<file path="config.mk">
export PLATFORM = sky130hd
export DESIGN_NAME = brick_wall
export DESIGN_NICKNAME = d
export VERILOG_FILES = /design/src/rtl/brick_pkg.sv /design/src/rtl/brick_decode.sv /design/src/rtl/brick_wall.sv
export SDC_FILE = /design/constraint.sdc
export NUM_CORES = 1
export LEC_CHECK = 0
export ABC_AREA = 1
export CELL_PAD_IN_SITES_DETAIL_PLACEMENT = 1
export CELL_PAD_IN_SITES_GLOBAL_PLACEMENT = 1
export CORE_MARGIN = 5
export CORE_UTILIZATION = 34
export DETAILED_ROUTE_END_ITERATION = 8
export PLACE_DENSITY_LB_ADDON = 0.1
export SYNTH_ARGS = -nofsm -noshare
export SYNTH_HDL_FRONTEND = slang
export SYNTH_SLANG_ARGS = --single-unit
</file>
<file path="constraint.sdc">
create_clock -name i_clk -period 5 [get_ports i_clk]
set_input_delay 1.5 -clock i_clk [delete_from_list [all_inputs] [get_ports i_clk]]
set_output_delay 1.5 -clock i_clk [all_outputs]
set_load 0.03 [all_outputs]
</file>
<file path="src/rtl/brick_pkg.sv">
// Shared geometry constants, colour type and helpers for the brick field.
// Imported by the decoder and the brick_wall top.
package brick_pkg;
  localparam int SCREEN_W = 640;
  localparam int SCREEN_H = 480;

  typedef logic [23:0] color_t;

  // Row 0 sits in the LSBs; rows 4..7 only matter when ROWS is raised.
  localparam logic [8*24-1:0] DEFAULT_ROW_COLORS = {
    24'hFFFFFF, 24'h00FFFF, 24'h8000FF, 24'h0000FF,
    24'h00FF00, 24'hFFFF00, 24'hFF8000, 24'hFF0000
  };

  // Index width for an n-entry brick bitmap (at least one bit).
  function automatic int idx_w(input int n);
    return (n <= 2) ? 1 : $clog2(n);
  endfunction

  // 11-bit bound clamped to the screen edge so off-screen bricks shrink instead of wrapping.
  function automatic logic [10:0] clip11(input int v, input int lim);
    return (v > lim) ? 11'(lim) : 11'(v);
  endfunction
endpackage

</file>
<file path="src/rtl/brick_decode.sv">
// Combinational (x,y) -> {in_brick,row,col} via parallel compares against elaborated bounds.
// Zero latency, no flow control; shared by the render and hit paths so both see one geometry.
module brick_decode
  import brick_pkg::*;
#(
  parameter int COLS    = 5,
  parameter int ROWS    = 4,
  parameter int BRICK_W = 124,
  parameter int BRICK_H = 20,
  parameter int GAP     = 4,
  parameter int TOP     = 4
) (
  input  logic [9:0] i_x,
  input  logic [9:0] i_y,
  output logic       o_in_brick,
  output logic [2:0] o_row,
  output logic [2:0] o_col
);
  logic [10:0] w_x;
  logic [10:0] w_y;
  logic        w_col_hit;
  logic        w_row_hit;

  assign w_x = {1'b0, i_x};
  assign w_y = {1'b0, i_y};

  always_comb begin
    w_col_hit = 1'b0;
    o_col     = '0;
    for (int c = 0; c < COLS; c++) begin
      if (w_x >= clip11(c * (BRICK_W + GAP), SCREEN_W) &&
          w_x <  clip11(c * (BRICK_W + GAP) + BRICK_W, SCREEN_W)) begin
        w_col_hit = 1'b1;
        o_col     = 3'(c);
      end
    end
  end

  always_comb begin
    w_row_hit = 1'b0;
    o_row     = '0;
    for (int r = 0; r < ROWS; r++) begin
      if (w_y >= clip11(TOP + r * (BRICK_H + GAP), SCREEN_H) &&
          w_y <  clip11(TOP + r * (BRICK_H + GAP) + BRICK_H, SCREEN_H)) begin
        w_row_hit = 1'b1;
        o_row     = 3'(r);
      end
    end
  end

  assign o_in_brick = w_col_hit & w_row_hit;
endmodule

</file>
<file path="src/rtl/brick_wall.sv">
// ROWS x COLS brick renderer and hit tracker: 1-cycle registered colour and hit response.
// No backpressure: a query is accepted every cycle it is presented; level_load beats a hit.
module brick_wall
  import brick_pkg::*;
#(
  parameter int              COLS       = 5,
  parameter int              ROWS       = 4,
  parameter int              BRICK_W    = 124,
  parameter int              BRICK_H    = 20,
  parameter int              GAP        = 4,
  parameter int              TOP        = 4,
  parameter logic [8*24-1:0] ROW_COLORS = DEFAULT_ROW_COLORS
) (
  input  logic       i_clk,
  input  logic       i_rst_n,
  input  logic [9:0] i_x,
  input  logic [9:0] i_y,
  input  logic       i_active_pixels,
  output color_t     o_vga_color,
  input  logic       i_hit_valid,
  input  logic [9:0] i_hit_x,
  input  logic [9:0] i_hit_y,
  output logic       o_hit_done,
  output logic       o_hit_brick,
  output logic [2:0] o_hit_row,
  output logic [2:0] o_hit_col,
  input  logic       i_level_load,
  output logic [6:0] o_bricks_left,
  output logic       o_wall_clear
);
  localparam int NB    = ROWS * COLS;
  localparam int IDX_W = idx_w(NB);
  localparam int AW    = 2 ** IDX_W;
  localparam logic [AW-1:0] ALL_ALIVE = AW'({NB{1'b1}});

  logic [AW-1:0]    r_alive;
  logic [6:0]       r_bricks_left;
  color_t           r_vga_color;
  logic             r_hit_done;
  logic             r_hit_brick;
  logic [2:0]       r_hit_row;
  logic [2:0]       r_hit_col;

  logic             w_pix_in;
  logic [2:0]       w_pix_row;
  logic [2:0]       w_pix_col;
  logic [IDX_W-1:0] w_pix_idx;
  color_t           w_row_color;
  logic             w_hit_in;
  logic [2:0]       w_hit_row;
  logic [2:0]       w_hit_col;
  logic [IDX_W-1:0] w_hit_idx;

  brick_decode #(
    .COLS(COLS), .ROWS(ROWS), .BRICK_W(BRICK_W),
    .BRICK_H(BRICK_H), .GAP(GAP), .TOP(TOP)
  ) u_pix_decode (
    .i_x       (i_x),
    .i_y       (i_y),
    .o_in_brick(w_pix_in),
    .o_row     (w_pix_row),
    .o_col     (w_pix_col)
  );

  brick_decode #(
    .COLS(COLS), .ROWS(ROWS), .BRICK_W(BRICK_W),
    .BRICK_H(BRICK_H), .GAP(GAP), .TOP(TOP)
  ) u_hit_decode (
    .i_x       (i_hit_x),
    .i_y       (i_hit_y),
    .o_in_brick(w_hit_in),
    .o_row     (w_hit_row),
    .o_col     (w_hit_col)
  );

  assign w_pix_idx = IDX_W'(int'(w_pix_row) * COLS + int'(w_pix_col));
  assign w_hit_idx = IDX_W'(int'(w_hit_row) * COLS + int'(w_hit_col));

  always_comb begin
    w_row_color = '0;
    for (int r = 0; r < ROWS; r++) begin
      if (w_pix_row == 3'(r)) w_row_color = ROW_COLORS[r*24 +: 24];
    end
  end

  always_ff @(posedge i_clk) begin
    if (!i_rst_n) begin
      r_alive       <= ALL_ALIVE;
      r_bricks_left <= 7'(NB);
      r_vga_color   <= '0;
      r_hit_done    <= 1'b0;
      r_hit_brick   <= 1'b0;
      r_hit_row     <= '0;
      r_hit_col     <= '0;
    end else begin
      r_vga_color <= (i_active_pixels && w_pix_in && r_alive[w_pix_idx]) ? w_row_color : '0;
      r_hit_done  <= i_hit_valid;
      r_hit_brick <= 1'b0;
      r_hit_row   <= '0;
      r_hit_col   <= '0;
      if (i_level_load) begin
        r_alive       <= ALL_ALIVE;
        r_bricks_left <= 7'(NB);
      end else if (i_hit_valid && w_hit_in && r_alive[w_hit_idx]) begin
        // Only live bricks decrement, so the count cannot underflow.
        r_alive[w_hit_idx] <= 1'b0;
        r_bricks_left      <= r_bricks_left - 7'd1;
        r_hit_brick        <= 1'b1;
        r_hit_row          <= w_hit_row;
        r_hit_col          <= w_hit_col;
      end
    end
  end

  assign o_vga_color   = r_vga_color;
  assign o_hit_done    = r_hit_done;
  assign o_hit_brick   = r_hit_brick;
  assign o_hit_row     = r_hit_row;
  assign o_hit_col     = r_hit_col;
  assign o_bricks_left = r_bricks_left;
  assign o_wall_clear  = (r_bricks_left == 7'd0);
endmodule

</file>
==> results.sh, run 1 <==
export IMPL_status="completed"
export IMPL_yosysWarnings=0
export IMPL_initial_core_util_pct=35.0
export IMPL_netlist_instances=544
export IMPL_dpl_worst_slack_ns=0.168
export IMPL_required_ns=5.19
export IMPL_tns_ns=0
export IMPL_rr_worst_depth=12
export IMPL_drc_errors=0
export IMPL_clock_sinks=49
export IMPL_postCtsSetupRepairBufs=0
export IMPL_h_tree_depth=2
export IMPL_io_buffer_count=67
export IMPL_final_layout_size_suffix_gt1_share_pct=8.75
export IMPL_worst_slack_ns=0.518
export IMPL_multi_input_area_um2=1850
export IMPL_min_path_type="reg2reg"
export IMPL_grt_max_degree=33
export IMPL_final_common_cell="nand2_1"
export IMPL_final_net_count=676
export IMPL_placedCellCount=742
export IMPL_whs_path_depth=2
export IMPL_min_to="r_alive[2]$_SDFFE_PP1P_"
export IMPL_fp_coreArea_um2=9770
export IMPL_cp_cell_sequence="clkdlybuf4s50_1 > inv_1 > a21oi_1 > nand2_1 > buf_4 > nand2_1 > ha_1 > ha_1 > inv_1 > fa_1 > inv_1 > a21oi_1 > nand3_1 > nand3_1 > nand2_1 > nor2_4 > nand2_4 > buf_12 > o21ai_1 > nand2_1"
export IMPL_vias_per_cell=4.76
export IMPL_clock_skew_ns=0.0108
export IMPL_setup_viol=0
export IMPL_drtPass1Iterations=4
export IMPL_fmaxAchievable_ghz=0.223
export IMPL_grt_pass1_wl_mm=17.1
export IMPL_synthArstFlopShare_pct=0
export IMPL_grt_usage_pct=17.5
export IMPL_final_period_utilization_pct=89.6
export IMPL_r2r_start="r_alive[5]$_SDFFE_PP1P_"
export IMPL_r2r_slack_ns=3.32
export IMPL_fp_dieW_um=110
export IMPL_layout_common_cells="nand2_1, inv_1, clkdlybuf4s50_1"
export IMPL_drtIter0Drc=108
export IMPL_r2r_end="r_alive[8]$_SDFFE_PP1P_"
export IMPL_dp_final_hpwl_mm=8.21
export IMPL_first_global_vias=3761
export IMPL_vias=3570
export IMPL_n_antenna_cell=0
export IMPL_synth_area_per_cell_um2=6.28
export IMPL_cts_root_buf="clkbuf_8"
export IMPL_syn_area_um2=3420
export IMPL_critPathLaunchType="input port"
export IMPL_antenna_found_initial=0
export IMPL_ant_nets=0
export IMPL_worstSetupEndpointType="flop"
export IMPL_final_cells=750
export IMPL_rows=36
export IMPL_fin_crit_ns=4.48
export IMPL_hold_violations=0
export IMPL_cpMaxStageDelayCell="clkdlybuf4s50_1"
export IMPL_fillers=1307
export IMPL_clk_latency_ns=0.31
export IMPL_path_class="in2reg"
export IMPL_yosys_cell_types_count=34
export IMPL_cts_hold_buf=0
export IMPL_critPathMaxFanout=32
export IMPL_p_per_area_nw_per_um2=202
export IMPL_gp_congestion=0.859
export IMPL_cts_resized=0
export IMPL_die_h_um=110
export IMPL_yosysSeqAreaShare_pct=28.7
export IMPL_die_area_um2=12200
export IMPL_arrival_ns=4.67
export IMPL_seqCellArea_um2=981
export IMPL_cpPeakStageDelay_ns=0.53
export IMPL_ir_worst_vdd_v=0.000152
export IMPL_cap_violations=0
export IMPL_whs_ns=0.471
export IMPL_maxSlewViolCount=0
export IMPL_grt_setup_unrepaired="false"
export IMPL_power_leakage_nw=2.08
export IMPL_synth_edf_count=0
export IMPL_utilization_pct=44.5
export IMPL_path_clk_slew_ns=0.10
export IMPL_hp_start="r_alive[2]$_SDFFE_PP1P_"
export IMPL_cpMostUsedCell="nand2_1"
export IMPL_wirelength_mm=10.3
export IMPL_clk_path_buf_depth=2
export IMPL_wire_per_inst_um=13.7
export IMPL_overflow=0
export IMPL_io_pins=85
export IMPL_ys_flop_type="dfxtp_1"
export IMPL_cts_tree="done"
export IMPL_cts_buffers=5
export IMPL_ys_ff_latch=49
export IMPL_syn2layout_area_growth_pct=27.2
[worst max-delay path by stage]
stage / start / to / slack [ns] / depth (start not counted)
CTS: i_hit_y[4] / r_alive[8]$_SDFFE_PP1P_ / 0.51 / 20
finish: i_hit_y[4] / r_alive[8]$_SDFFE_PP1P_ / 0.52 / 20
detailed placement: i_hit_y[4] / r_alive[8]$_SDFFE_PP1P_ / 0.17 / 20
floorplan: i_hit_y[9] / r_alive[10]$_SDFFE_PP1P_ / 0.94 / 18
global placement: i_hit_y[4] / o_hit_row[0]$_SDFF_PP0_ / 0.25 / 19
global route: i_hit_y[4] / o_hit_row[0]$_SDFF_PP0_ / 0.21 / 19
[routing by layer]
metal,global-route usage (%),share of wire (%)
met1,20.5,43
met2,33.4,51
met4,3.87,1.0
met3,2.39,4.6
met5,0,0
[where the power goes]
group / leakage, nW / switching [mW] / internal [mW] / total [mW]
combinational: 1.63 / 0.114 / 0.0764 / 0.191
clock: 0.0543 / 0.145 / 0.150 / 0.295
sequential: 0.396 / 0.000671 / 0.391 / 0.392
total: 2.08 / 0.260 / 0.617 / 0.877
[critical path: cells and delay by family]
family / cells / cell delay (ns)
compound gates: 3 / 0.45
simple gates: 8 / 0.79
buf+inv: 6 / 1.13
fa+ha+maj: 3 / 0.81
[kinds of logic (layout without fill, tap and decap cells)]
kind of cell / Yosys count / after routing / share of synthesized area [%]
adder cells (fa/ha/maj): 15 / 15 / 5.93
buffers and inverters: 130 / 195 / 18.2
flip-flops: 49 / 49 / 28.7
AND/OR/NAND/NOR: 252 / 252 / 31.2
XOR/XNOR: 7 / 7 / 2.01
AO/OA/AOI/OAI: 90 / 90 / 13.8
other: 1 / 9 / 0.110
[layout make-up]
cell class | instances | area share, %
tap | 133 | 3.83
sequential | 49 | 22.6
clock buffer | 5 | 1.58
timing repair buffer | 94 | 20.4
clock inverter | 3 | 1.07
inverter | 93 | 8.09
multi-input combinational | 373 | 42.5
[through the flow]
step | instance area [µm²] | total power [mW]
floorplan | 3450 | 0.517
CTS | 4350 | 0.889
detailed placement | 4230 | 0.592
finish | 4350 | 0.877
global route | 4350 | 0.924
global placement | 4230 | 0.588
[state kept, by name, indices dropped and copies added, names as in the netlist]
name	cells
o_hit_brick	1
o_hit_done	1
o_hit_col	3
r_alive	32
o_hit_row	2
o_vga_color	3
o_bricks_left	7
[synth_stat cells (2+ instances only)]
cell type	number	area, µm²
a21oi_1	28	140
a21oi_2	2	17.5
buf_4	23	173
buf_6	6	67.6
clkbuf_1	7	26.3
dfxtp_1	49	981
fa_1	2	40.0
ha_1	13	163
inv_1	88	330
inv_2	4	15.0
nand2_1	132	495
nand2_2	3	18.8
nand2_4	2	22.5
nand3_1	38	190
nand4_1	4	25.0
nor2_1	63	236
nor2_2	2	12.5
nor2_4	2	22.5
nor4_1	2	12.5
o21ai_0	21	105
o21ai_1	33	165
o21bai_1	4	30.0
xnor2_1	2	17.5
xor2_1	4	35.0
Power figures use the tool's default switching activity.
==> inputs of run 2 (changes only) <==
--- a/config.mk
+++ b/config.mk
@@ -9,7 +9,9 @@
 export CELL_PAD_IN_SITES_DETAIL_PLACEMENT = 1
 export CELL_PAD_IN_SITES_GLOBAL_PLACEMENT = 1
 export CORE_MARGIN = 5
-export CORE_UTILIZATION = 34
+export CORE_UTILIZATION = 35
+export CTS_BUF_LIST = sky130_fd_sc_hd__clkbuf_4
+export CTS_CLUSTER_DIAMETER = 100
 export DETAILED_ROUTE_END_ITERATION = 8
 export PLACE_DENSITY_LB_ADDON = 0.1
 export SYNTH_ARGS = -nofsm -noshare
==> results.sh, run 2 (synthesis results as in run 1) <==
export IMPL_status="completed"
export IMPL_grt_pass1_wl_mm=17.0
export IMPL_finalPower_mw=0.835
export IMPL_fp_coreArea_um2=9640
export IMPL_cpMaxStageDelayCell="clkdlybuf4s50_1"
export IMPL_min_path_type="reg2reg"
export IMPL_cts_resized=0
export IMPL_wirelength_mm=10.3
export IMPL_cts_hold_buf=0
export IMPL_largest_register_ffs=32
export IMPL_fmaxAchievable_ghz=0.226
export IMPL_path_clk_slew_ns=0.14
export IMPL_ir_worst_vdd_v=0.0000919
export IMPL_path_class="in2reg"
export IMPL_r2r_slack_ns=3.38
export IMPL_hold_violations=0
export IMPL_p_int_mw=0.582
export IMPL_worstSetupEndpointType="flop"
export IMPL_layout_common_cells="nand2_1, inv_1, clkdlybuf4s50_1"
export IMPL_critPathLaunchType="input port"
export IMPL_cts_buffers=5
export IMPL_required_ns=5.30
export IMPL_final_cells=750
export IMPL_antenna_found_initial=0
export IMPL_ant_nets=0
export IMPL_rr_worst_depth=11
export IMPL_power_frac_comb_pct=23.7
export IMPL_io_pins=85
export IMPL_cpPeakStageDelay_ns=0.53
export IMPL_syn2layout_area_growth_pct=26.8
export IMPL_postCtsSetupRepairBufs=0
export IMPL_swShare_pct=30.3
export IMPL_drc_errors=0
export IMPL_tns_ns=0
export IMPL_grt_usage_pct=17.8
export IMPL_drtIter0Drc=181
export IMPL_path_delay_family="buffers and inverters"
export IMPL_r2r_end="o_hit_row[0]$_SDFF_PP0_"
export IMPL_r2r_start="r_alive[23]$_SDFFE_PP0P_"
export IMPL_cap_violations=0
export IMPL_crit_buf_inv=6
export IMPL_maxSlewViolCount=0
export IMPL_first_global_vias=3687
export IMPL_h_tree_depth=2
export IMPL_path_depth=18
export IMPL_power_leakage_nw=2.08
export IMPL_p_switching_mw=0.253
export IMPL_vias=3554
export IMPL_n_antenna_cell=0
export IMPL_io_buffer_count=67
export IMPL_placedCellCount=742
export IMPL_regMostFlops="r_alive"
export IMPL_grt_setup_unrepaired="false"
export IMPL_clk_path_buf_depth=2
export IMPL_fillers=1318
export IMPL_cts_root_buf="clkbuf_4"
export IMPL_gp_congestion=0.849
export IMPL_clock_sinks=49
export IMPL_die_area_um2=11800
export IMPL_clk_latency_ns=0.37
export IMPL_p_seq_share_pct=47.0
export IMPL_cpMostUsedCell="nand3_1"
export IMPL_critical_path_endpoint="o_hit_row[0]$_SDFF_PP0_"
export IMPL_arrival_ns=4.73
export IMPL_critPathMaxFanout=6
export IMPL_startpoint="i_hit_y[4]"
export IMPL_clock_power_share_pct=29.3
export IMPL_rows=36
export IMPL_final_common_cell="nand2_1"
export IMPL_final_layout_size_suffix_gt1_share_pct=8.43
export IMPL_dp_final_hpwl_mm=8.26
export IMPL_cts_tree="done"
export IMPL_setup_viol=0
export IMPL_final_period_utilization_pct=88.6
export IMPL_wire_per_inst_um=13.8
export IMPL_clock_skew_ns=0.0129
export IMPL_grt_max_degree=30
export IMPL_utilization_pct=44.9
export IMPL_vias_per_cell=4.74
export IMPL_p_per_area_nw_per_um2=193
export IMPL_fp_dieW_um=109
export IMPL_overflow=0
export IMPL_die_h_um=109
export IMPL_fin_crit_ns=4.43
export IMPL_drtPass1Iterations=4
export IMPL_final_net_count=676
export IMPL_initial_core_util_pct=35.4
export IMPL_cp_cell_sequence="clkdlybuf4s50_1 > inv_1 > a21oi_1 > nand2_1 > nand3_1 > ha_1 > ha_1 > inv_1 > fa_1 > inv_1 > buf_4 > nand3_1 > nand3_1 > buf_4 > nand3_1 > nor2_1 > nand2_1 > a21oi_1"
## run 2: cell types whose count changed in the layout (fill, tap and decap cells not counted), sizes merged
cell and change:
clkbuf +1, clkinvlp -1
## run 2: metal layers
| layer | routed length [µm] | track usage [%] | up-vias |
|---|---|---|---|
| met5 | 0 | 0 | - |
| met4 | 82 | 3.25 | 0 |
| met3 | 329 | 2.72 | 6 |
| met2 | 5330 | 34.0 | 56 |
| met1 | 4600 | 21.1 | 1686 |
| li1 | - | - | 1806 |
## run 2: how the worst min path moves through the flow
stage,startpoint,to,slack [ns],cells after the start
global placement,r_alive[14]$_SDFFE_PP1P_,r_alive[14]$_SDFFE_PP1P_,0.44,2
floorplan,r_alive[0]$_SDFFE_PP1P_,r_alive[0]$_SDFFE_PP1P_,0.42,2
global route,r_alive[10]$_SDFFE_PP1P_,r_alive[10]$_SDFFE_PP1P_,0.50,2
CTS,r_alive[10]$_SDFFE_PP1P_,r_alive[10]$_SDFFE_PP1P_,0.48,2
finish,r_alive[8]$_SDFFE_PP1P_,r_alive[8]$_SDFFE_PP1P_,0.47,2
detailed placement,r_alive[10]$_SDFFE_PP1P_,r_alive[10]$_SDFFE_PP1P_,0.45,2
## run 2: power groups by stage
| stage | registers (mW) | clock network [mW] | logic (mW) |
|---|---|---|---|
| 6_report | 0.392 | 0.245 | 0.198 |
| 5_1_grt | 0.393 | 0.270 | 0.217 |
| 4_1_cts | 0.393 | 0.257 | 0.199 |
| 3_5_place_dp | 0.401 | 0 | 0.198 |
| 3_3_place_gp | 0.401 | 0 | 0.193 |
| 2_1_floorplan | 0.403 | 0 | 0.115 |
## run 2: cell type report
type / instances / area, µm² / area share [%]
timing repair buffer: 94 / 911 / 21.0
tap: 133 / 166 / 3.84
clock inverter: 2 / 33.8 / 0.780
sequential: 49 / 981 / 22.6
clock buffer: 6 / 45.0 / 1.04
inverter: 93 / 352 / 8.12
multi-input combinational: 373 / 1840 / 42.5
## run 2: tightest hold or removal path: cells and delay by family, from the launching register on
| kind | cells | cell delay [ns] |
|---|---|---|
| AOI/OAI and AO/OA | 1 | 0.06 |
| DFF | 1 | 0.35 |
| and+or+nand+nor | 1 | 0.04 |
## run 2: per-stage QoR
stage | hold slack (ns) | worst slack, ns | cell area [µm²]
final | 0.474 | 0.569 | 4330
after detailed placement | 0.446 | 0.174 | 4250
after global placement | 0.436 | 0.251 | 4250
after CTS | 0.478 | 0.563 | 4330
after global routing | 0.504 | 0.300 | 4330
after floorplan | 0.423 | 0.940 | 3450
==> inputs of run 3 (changes only) <==
--- a/config.mk
+++ b/config.mk
@@ -8,12 +8,14 @@
 export ABC_AREA = 1
 export CELL_PAD_IN_SITES_DETAIL_PLACEMENT = 1
 export CELL_PAD_IN_SITES_GLOBAL_PLACEMENT = 1
+export CORE_ASPECT_RATIO = 1.2
 export CORE_MARGIN = 5
 export CORE_UTILIZATION = 35
 export CTS_BUF_LIST = sky130_fd_sc_hd__clkbuf_4
 export CTS_CLUSTER_DIAMETER = 100
 export DETAILED_ROUTE_END_ITERATION = 8
 export PLACE_DENSITY_LB_ADDON = 0.1
+export SLEW_MARGIN = 10
 export SYNTH_ARGS = -nofsm -noshare
 export SYNTH_HDL_FRONTEND = slang
 export SYNTH_SLANG_ARGS = --single-unit
==> results.sh, run 3 (synthesis results as in run 1) <==
export IMPL_fillers=1278
export IMPL_cts_tree="done"
export IMPL_die_area_um2=11800
export IMPL_final_period_utilization_pct=88.6
export IMPL_hp_start="r_alive[8]$_SDFFE_PP1P_"
export IMPL_worst_slack_ns=0.572
export IMPL_cts_hold_buf=0
export IMPL_postCtsSetupRepairBufs=0
export IMPL_cp_cell_sequence="clkdlybuf4s50_1 > inv_1 > a21oi_1 > nand2_1 > nand3_1 > ha_1 > ha_1 > inv_1 > fa_1 > inv_1 > nand3_1 > nand3_1 > buf_4 > nand3_1 > nor2_1 > nand2_1 > a21oi_1"
export IMPL_arrival_ns=4.74
export IMPL_fp_coreArea_um2=9520
export IMPL_hold_violations=0
export IMPL_r2r_start="r_alive[23]$_SDFFE_PP0P_"
export IMPL_grt_pass1_wl_mm=17.1
export IMPL_crit_buf_inv=5
export IMPL_min_path_type="reg2reg"
export IMPL_maxSlewViolCount=0
export IMPL_cpMaxStageDelayCell="clkdlybuf4s50_1"
export IMPL_dpl_worst_slack_ns=0.167
export IMPL_status="completed"
export IMPL_required_ns=5.32
export IMPL_worstSetupEndpointType="flop"
export IMPL_cts_buffers=5
export IMPL_grt_setup_unrepaired="false"
export IMPL_fin_area_um2=4260
export IMPL_cap_violations=0
export IMPL_initial_core_util_pct=35.9
export IMPL_n_antenna_cell=0
export IMPL_ir_worst_vdd_v=0.000112
export IMPL_drtPass1Iterations=4
export IMPL_path_clk_slew_ns=0.15
export IMPL_first_global_vias=3690
export IMPL_drtIter0Drc=119
export IMPL_vias=3503
export IMPL_fin_crit_ns=4.43
export IMPL_final_common_cell="nand2_1"
export IMPL_final_cells=735
export IMPL_power_leakage_nw=2.05
export IMPL_die_h_um=118
export IMPL_startpoint="i_hit_y[4]"
export IMPL_cpPeakStageDelay_ns=0.52
export IMPL_setup_viol=0
export IMPL_io_pins=85
export IMPL_cts_root_buf="clkbuf_4"
export IMPL_rows=39
export IMPL_regMostFlops="r_alive"
export IMPL_final_layout_size_suffix_gt1_share_pct=7.84
export IMPL_wire_per_inst_um=14.0
export IMPL_placedCellCount=727
export IMPL_io_buffer_count=67
export IMPL_cpMostUsedCell="nand3_1"
export IMPL_vias_per_cell=4.77
export IMPL_grt_usage_pct=17.7
export IMPL_clock_sinks=49
export IMPL_antenna_found_initial=0
export IMPL_path_class="in2reg"
export IMPL_clock_skew_ns=0.0141
export IMPL_multi_input_area_um2=1840
export IMPL_clk_path_buf_depth=2
export IMPL_final_net_count=671
export IMPL_grt_max_degree=30
export IMPL_tns_ns=0
export IMPL_critPathMaxFanout=9
export IMPL_wirelength_mm=10.3
export IMPL_largest_register_ffs=32
export IMPL_critPathLaunchType="input port"
export IMPL_fmaxAchievable_ghz=0.226
export IMPL_ant_nets=0
export IMPL_h_tree_depth=2
export IMPL_gp_congestion=0.801
export IMPL_clk_latency_ns=0.39
export IMPL_fp_dieW_um=100
export IMPL_p_per_area_nw_per_um2=184
export IMPL_seqCellArea_um2=981
export IMPL_utilization_pct=44.7
export IMPL_overflow=0
export IMPL_dp_final_hpwl_mm=8.06
export IMPL_postPlaceCellArea_um2=4200
export IMPL_layout_common_cells="nand2_1, inv_1, clkdlybuf4s50_1"
export IMPL_drc_errors=0
export IMPL_syn2layout_area_growth_pct=24.6
export IMPL_cts_resized=0
export IMPL_path_delay_family="buffers and inverters"
## run 3: worst reg2reg max path, cell delays in order (launching register included)
cell and delay, ns:
dfxtp_1 0.37, inv_1 0.06, nand2_1 0.05, nand2_1 0.06, nand2_1 0.05, nand3_1 0.07
nand3_1 0.13, buf_4 0.11, nand3_1 0.07, nor2_1 0.19, nand2_1 0.19, a21oi_1 0.20
## run 3: layer usage
layer / part of all wire (%) / vias to the layer above / global-route usage [%]
met5: 0 / - / 0
met4: 1.7 / 0 / 5.22
met3: 4.0 / 13 / 3.01
met2: 53 / 66 / 34.3
met1: 41 / 1633 / 19.2
li1: - / 1791 / -
## run 3: path summary, 6_finish.rpt
path | depth (start not counted) | slack, ns | end
hold / removal | 2 | 0.47 | r_alive[8]$_SDFFE_PP1P_
hold reg to reg | 2 | 0.47 | r_alive[8]$_SDFFE_PP1P_
setup / recovery | 17 | 0.57 | o_hit_row[0]$_SDFF_PP0_
setup reg to reg | 11 | 3.37 | o_hit_row[0]$_SDFF_PP0_
## run 3: area by class of cell
cell class | instances | area share (%)
clock buffers | 6 | 1.06
clock inverters | 2 | 0.235
inverters | 93 | 8.26
multi-input cells | 373 | 43.3
flip-flops and latches | 49 | 23.0
well taps | 123 | 3.61
repair buffers | 89 | 20.5
## run 3: where the power goes
part           switching, mW  internal, mW  leakage, nW
registers           0.000645         0.392        0.396
clock network          0.137        0.0594       0.0354
logic                  0.116        0.0764         1.61
## run 3: per-stage QoR
step	total power [mW]	hold slack [ns]
global route	0.830	0.492
CTS	0.795	0.478
global placement	0.589	0.437
detailed placement	0.594	0.445
finish	0.782	0.474
floorplan	0.517	0.423
